==> src/rtl/ch_req_scheduler.sv <==
// ch_req_scheduler
//   Collects per-channel request pulses into a pending mask and drives that mask to the channel
//   encoder. It captures the encoder's one-hot pick as a held grant with a valid/ready handshake.
//   The served channel is retired on handshake, and requests lost to overflow are flagged.
//
// Ports:
//   clk_i          - clock, rising edge
//   resetn_i       - asynchronous active-low reset
//   req_i          - per-channel request pulses, OR-ed into the pending mask
//   ch_sel_o       - registered pending mask, feeds encoder ch_sel_i
//   enc_hot_one_i  - encoder one-hot pick
//   enc_valid_i    - encoder pick valid
//   gnt_valid_o    - grant offered downstream
//   gnt_ready_i    - downstream accepts grant
//   gnt_onehot_o   - granted channel, one-hot
//   gnt_idx_o      - granted channel, binary index
//   ovf_o          - sticky per-channel overflow (request hit an already pending channel)
//   ovf_clr_i      - clears ovf_o; a same-cycle new event for a bit wins
//   err_o          - sticky: encoder returned an illegal pick
//   pending_cnt_o  - popcount of ch_sel_o
module ch_req_scheduler #(
    parameter int unsigned N_CH  = 16,
    parameter int unsigned IDX_W = $clog2(N_CH)
) (
    input  logic             clk_i,
    input  logic             resetn_i,
    input  logic [N_CH-1:0]  req_i,
    output logic [N_CH-1:0]  ch_sel_o,
    input  logic [N_CH-1:0]  enc_hot_one_i,
    input  logic             enc_valid_i,
    output logic             gnt_valid_o,
    input  logic             gnt_ready_i,
    output logic [N_CH-1:0]  gnt_onehot_o,
    output logic [IDX_W-1:0] gnt_idx_o,
    output logic [N_CH-1:0]  ovf_o,
    input  logic             ovf_clr_i,
    output logic             err_o,
    output logic [IDX_W:0]   pending_cnt_o
);

    typedef enum logic [0:0] {StIdle, StGrant} state_e;

    state_e           state_q, state_d;
    logic [N_CH-1:0]  pend_q, pend_d;
    logic [IDX_W:0]   cnt_q, cnt_d;
    logic [N_CH-1:0]  ovf_q, ovf_d;
    logic             err_q, err_d;
    logic [N_CH-1:0]  onehot_q, onehot_d;
    logic [IDX_W-1:0] idx_q, idx_d;

    logic [N_CH-1:0]  served;
    logic [N_CH-1:0]  ovf_evt;
    logic [IDX_W-1:0] pick_idx;
    logic             pick_legal;

    // Pending mask, overflow and popcount
    always_comb begin
        served  = (state_q == StGrant && gnt_ready_i) ? onehot_q : '0;
        // A request landing on the retire cycle re-arms the bit instead of overflowing.
        pend_d  = (pend_q & ~served) | req_i;
        ovf_evt = req_i & pend_q & ~served;
        ovf_d   = ovf_clr_i ? ovf_evt : (ovf_q | ovf_evt);
        cnt_d   = '0;
        for (int unsigned k = 0; k < N_CH; k++) begin
            cnt_d = cnt_d + (IDX_W + 1)'(pend_d[k]);
        end
    end

    // Pick decode: exactly one bit set, and that bit must be pending
    always_comb begin
        pick_idx = '0;
        for (int unsigned k = 0; k < N_CH; k++) begin
            if (enc_hot_one_i[k]) begin
                pick_idx = IDX_W'(k);
            end
        end
        pick_legal = (enc_hot_one_i != '0)
                   && ((enc_hot_one_i & (enc_hot_one_i - N_CH'(1))) == '0)
                   && ((enc_hot_one_i & ~pend_q) == '0);
    end

    // Grant FSM next state
    always_comb begin
        state_d  = state_q;
        onehot_d = onehot_q;
        idx_d    = idx_q;
        err_d    = err_q;
        unique case (state_q)
            StIdle: begin
                if (enc_valid_i) begin
                    if (pick_legal) begin
                        onehot_d = enc_hot_one_i;
                        idx_d    = pick_idx;
                        state_d  = StGrant;
                    end else begin
                        err_d = 1'b1;
                    end
                end
            end
            StGrant: begin
                if (gnt_ready_i) begin
                    state_d = StIdle;
                end
            end
            default: state_d = StIdle;
        endcase
    end

    always_ff @(posedge clk_i or negedge resetn_i) begin
        if (!resetn_i) begin
            state_q  <= StIdle;
            pend_q   <= '0;
            cnt_q    <= '0;
            ovf_q    <= '0;
            err_q    <= 1'b0;
            onehot_q <= '0;
            idx_q    <= '0;
        end else begin
            state_q  <= state_d;
            pend_q   <= pend_d;
            cnt_q    <= cnt_d;
            ovf_q    <= ovf_d;
            err_q    <= err_d;
            onehot_q <= onehot_d;
            idx_q    <= idx_d;
        end
    end

    assign ch_sel_o      = pend_q;
    assign pending_cnt_o = cnt_q;
    assign ovf_o         = ovf_q;
    assign err_o         = err_q;
    assign gnt_valid_o   = (state_q == StGrant);
    assign gnt_onehot_o  = onehot_q;
    assign gnt_idx_o     = idx_q;

endmodule
==> config.mk <==
export PLATFORM = sky130hd
export DESIGN_NAME = ch_req_scheduler
export DESIGN_NICKNAME = d
export VERILOG_FILES = /design/src/rtl/ch_req_scheduler.sv
export SDC_FILE = /design/constraint.sdc
export NUM_CORES = 1
export LEC_CHECK = 0
export ABC_AREA = 1
export CAP_MARGIN = 20
export CORE_MARGIN = 2
export CORE_UTILIZATION = 47
export DETAILED_ROUTE_END_ITERATION = 8
export PLACE_DENSITY = 0.89
export RECOVER_POWER = 25
export REMOVE_ABC_BUFFERS = 1
export SLEW_MARGIN = 20
export SYNTH_ARGS = -nofsm -noshare
export SYNTH_HDL_FRONTEND = slang
export SYNTH_SLANG_ARGS = --single-unit
==> constraint.sdc <==
create_clock -name clk_i -period 4.93 [get_ports clk_i]
set_input_delay 0.986 -clock clk_i [delete_from_list [all_inputs] [get_ports clk_i]]
set_output_delay 0.986 -clock clk_i [all_outputs]
set_load 0.02 [all_outputs]
### After elaboration in Yosys (flattened, before gate mapping)

Cells that the tools add are included.
W data, S select, Z words.

* bits in registers: 59
* latch bits: 0
* RAM bits: 0
* ROM bits: 0
* input bits: 37
* output and inout port bits: 59
* word-level logic and storage cells: 63
* memories kept: 0

* add/subtract/negate cells: 16
* $mul: 0
* div/mod/pow operators: 0
* $lt $le $gt $ge: 0
* equality and inequality tests: 0
* shifts and indexed selects: 0
* mux-type cells: 21
* bitwise gates (word level): 11
* reduce and logical (&&, ||, !) cells: 8

Operator list (count)
* $and A16 B16 Y16: 5
* $mux W4: 14
* $add A5 B1 Y5: 11
* $logic_not A16 Y1: 2
* $mux W16: 2
* $not A16 Y16: 2
* $or A16 B16 Y16: 2
* $reduce_bool A16 Y1: 1
* $sub A16 B1 Y16 const B: 1
* $reduce_and A3 Y1: 2
* $add A4 B1 Y5: 1
* $add A3 B1 Y4: 1
* $mux W1: 4
* $add A2 B1 Y3: 1
* $logic_and A1 B1 Y1: 3
* $add A1 B1 Y2: 1
* $not A1 Y1: 2
* $pmux W1 S2: 1

### Depth between registers and ports, before layout

* word-level depth: 20
* mapped depth: 17
* depth with buffers taken out: 15

### Worst setup path after synthesis

No wires, ideal clock.

* kind: input -> register
* from: input gnt_ready_i
* to: register cnt_q[2] (netlist: pending_cnt_o[2])
* setup time: 123 ps
* arrival: 4662 ps
* data required time: 4807 ps
* slack: 144 ps
* cell stages on the path: 16
* cells stage by stage: clkbuf_1 > clkbuf_1 > nand3_1 > nand2_1 > inv_1 > or2_1 > fa_1 > fa_1 > fa_1 > inv_1 > fa_1 > inv_1 > ha_1 > inv_1 > fa_1 > xnor2_1

RTL lines
* start, declared: line 32 `input logic gnt_ready_i,`
* $logic_and A1 B1 Y1: line 58 `served = (state_q == StGrant && gnt_ready_i) ? onehot_q : '0;`
* $mux W16: line 58
* $not A16 Y16: line 60 `pend_d = (pend_q & ~served) | req_i;`
* $and A16 B16 Y16: line 60
* $or A16 B16 Y16: line 60
* net pend_d[5]: line 44 `logic [N_CH-1:0] pend_q, pend_d;`
* $add A5 B1 Y5 (11 in a row): line 65 `cnt_d = cnt_d + (IDX_W + 1)'(pend_d[k]);`
* net cnt_d[2]: line 45 `logic [IDX_W:0] cnt_q, cnt_d;`
* end signal, assigned: line 121 `cnt_q <= cnt_d;`
* end, declared: line 45

The timed path passes the listed nets, and every way through them passes these cells.
A chain may end at the register's enable or synchronous reset.

### Final worst setup path

* from: input gnt_ready_i
* to: register cnt_q[2] (netlist: pending_cnt_o[2])

RTL lines (line)
* $logic_and A1 B1 Y1: 58
* $mux W16: 58
* $not A16 Y16: 60
* $and A16 B16 Y16: 60
* $or A16 B16 Y16: 60
* net pend_d[7]: 44
* $add A5 B1 Y5 (9 in a row): 65
* net cnt_d[2]: 45

The timed path passes the listed nets, and every way through them passes these cells.

==> metrics.md <==
| Metric | Value |
|---|---|
| Largest net degree at the start of global routing | `60` |
| End point of the critical path | `pending_cnt_o[2]` |
| Layout cells sized above 1 | `8.60%` |
| Starting Density | `49.0%` |
| Post-Synthesis Cells | `391` |
| Synth cell types | `28` |
| DP HPWL | `6.39 mm` |
| Sequential area share after synthesis | `46.9%` |
| Hold WC Path Type | `register to register` |
| Max Fclk | `220 MHz` |
| CP Class | `primary input to register` |
| Fin Clk Skew | `0.00526 ns` |
| CTS tree | `done` |
| Full die area | `7370 um2` |
| R2R Setup Slk | `0.45 ns` |
| Die height | `85.8 um` |
| Area Growth Syn to Fin | `39.9%` |
| Routed WL per cell | `14.6 um` |
| RSZ-0062 raised after global routing | `false` |
| RR Endpoint | `pending_cnt_o[2]` |
| DIE WIDTH | `85.8 um` |
| Final period util | `92.3%` |
| WHS Path Cells | `1` |
| Worst Path Arrival | `4.77 ns` |
| Antenna-violating nets left | `0` |
| Final Slew Violations | `60` |
| Post-cts hold buffer count | `0` |
| Synth Register Bits | `59` |
| Initial antenna violation count | `0` |
| Vias post-DR | `2864` |
| Critical R2R Launch | `gnt_valid_o` |
| Status | `finished, violations left` |
| # clock sinks | `59` |
| CP Launch Type | `primary input` |
| Final hold viol count | `0` |
| Area of the multi-input gates | `1310 um2` |
| Core area | `6420 um2` |
| Worst R2R Path Depth | `14` |
| First-pass GRT wire length | `13.9 mm` |
| Power Total | `1.07 mW` |
| Total GRT Usage | `24.5%` |
| YS warnings | `0` |
| Row Count | `29` |
| Setup TNS | `0 ns` |
| # port buffers | `95` |
| Vias per inst | `4.96` |
| Maximum root-to-sink buffer count | `2` |
| Avg Cell Area, Syn | `8.05 um2` |
| Clock slew at reported path FFs | `0.06 ns` |
| Crit. Startpoint | `gnt_ready_i` |
| Final setup fails | `0` |
| Failing checks | `DRC, capacitance limit, slew limit` |
| CP Max Fanout | `8` |
| Fillers | `510` |
| Vias in the first global route | `2977` |
| Worst Max-Slew Pin Slew | `3.16 ns` |
| 1st-iter DRT viols | `188` |
| I/O Pins | `96` |
| Storage cell area | `1480 um2` |
| Layout Nets | `548` |
| CTS H-tree lvls | `3` |
| Clock network latency to the later pin of the worst-skew pair | `0.33 ns` |
| Total global routing overflow | `0` |
| Root Buffer | `clkbuf_8` |
| Min Tclk post-route | `4.55 ns` |
| Hold Startpoint | `err_o` |
| CTS Buf Count | `9` |
| Critical path endpoint category | `register` |
| Placed insts | `562` |
| Slew Limit Headroom | `-111%` |
| Final std cells w/o fill | `577` |
| Post-Syn Area | `3150 um2` |
| CP Data Required Time | `5.15 ns` |
| Routed wire length | `8.43 mm` |
| Ant diodes | `0` |
| Max IR drop VDD | `0.164 mV` |
| P_leak | `2.22 nW` |
| Max-cap viol count | `1` |
| Number of iterations in the first detailed-routing pass | `7` |
| PwrDens | `242 nW/um2` |
| RePlAce Congestion | `0.833` |
| DRC | `5` |
[synthesized netlist by cell type]
cell	n	area, um2
nand2_1	102	383
inv_1	83	312
dfrtp_1	59	1480
nor2_1	24	90.1
nand3_1	23	115
o21ai_0	20	100
o21ai_1	18	90.1
fa_1	10	200
a21oi_1	6	30.0
nor2_2	6	37.5
or2_2	6	37.5
clkbuf_1	5	18.8
ha_1	5	62.6
nand2_2	3	18.8
nor2_4	3	33.8
or2_1	3	18.8
buf_2	2	10.0
buf_6	2	22.5
o22ai_1	2	12.5
a21o_1	1	7.51
a21oi_2	1	8.76
inv_2	1	3.75
nand3b_1	1	7.51
nand4_4	1	21.3
nor3_1	1	5.00
o31ai_1	1	7.51
xnor2_1	1	8.76
xor2_1	1	8.76
[report_power, final]
group	switching, mW	internal, mW	leakage (nW)
combinational	0.0643	0.0546	1.45
sequential	0.00549	0.493	0.663
clock	0.189	0.258	0.0995
[registers in the layout (all words and copies together) (netlist names)]
name,count
gnt_valid_o,1
pending_cnt_o,5
gnt_onehot_o,16
err_o,1
gnt_idx_o,4
ovf_o,16
ch_sel_o,16
[worst max-delay path, stage by stage]
cell and delay (ns):
dlymetal6s2s_1 0.19, buf_6 0.16, nand3_1 0.08, nand2_1 0.09, inv_1 0.05, or2_2 0.30
fa_1 0.51, fa_1 0.44, fa_1 0.55, inv_1 0.05, fa_1 0.45, inv_1 0.07
ha_1 0.18, inv_1 0.06, fa_1 0.42, xnor2_2 0.16
[through the flow]
stage / instance area [um2] / utilization (%) / setup slack (ns) / hold WS, ns
finish: 4400 / 68.6 / 0.379 / 0.461
global route: 4400 / 68.6 / 0.200 / 0.477
CTS: 4390 / 68.4 / 0.0339 / 0.465
detailed placement: 4200 / 65.4 / -0.302 / 0.450
global placement: 4200 / 65.4 / -0.169 / 0.437
floorplan: 3100 / - / 0.602 / 0.565
[worst min-delay path by stage]
stage	to	slack [ns]
floorplan	err_o	0.57
global placement	err_o	0.44
detailed placement	err_o	0.45
CTS	err_o	0.46
global route	err_o	0.48
finish	err_o	0.46
[cells by family after synthesis]
kind of cell / synth area share (%)
AO/OA/AOI/OAI: 8.15
XOR/XNOR: 0.557
adder cells (fa/ha/maj): 8.35
buffers and inverters: 11.6
flip-flops: 46.9
AND/OR/NAND/NOR: 24.4
[layout by cell type, fill, tap and decap left out, types with 2 or more instances in the layout]
| cell type | instances |
|---|---|
| clkbuf_8 | 11 |
| a21oi_1 | 6 |
| or2_2 | 6 |
| nor2_2 | 6 |
| nand2_2 | 3 |
| nand2_1 | 102 |
| o22ai_1 | 2 |
| ha_1 | 5 |
| fa_1 | 10 |
| buf_4 | 6 |
| or2_1 | 3 |
| inv_1 | 83 |
| nand3_1 | 23 |
| dfrtp_1 | 59 |
| nor2_4 | 3 |
| clkdlybuf4s50_1 | 93 |
| o21ai_1 | 20 |
| clkbuf_1 | 3 |
| nor2_1 | 24 |
| o21ai_0 | 18 |
[routing by layer]
metal / GRT usage (%) / part of all wire [%] / vias up
met3: 5.87 / 6.0 / 16
li1: - / - / 1396
met5: 0 / 0 / -
met2: 40.2 / 50 / 115
met4: 8.80 / 1.9 / 0
met1: 32.0 / 42 / 1337
[layout make-up]
type                       instances  area share, %
inverter                          84           7.16
clock buffer                      13           3.61
clock inverter                     2          0.796
timing repair buffer             103           22.9
sequential                        59           33.5
tap                               77           2.19
multi-input combinational        239           29.8
[repair_timing]
item	CTS	global route
resized for setup	0	5
buffers inserted	0	0
endpoints found under the setup margin	0	4
Power figures use the tool's default switching activity.
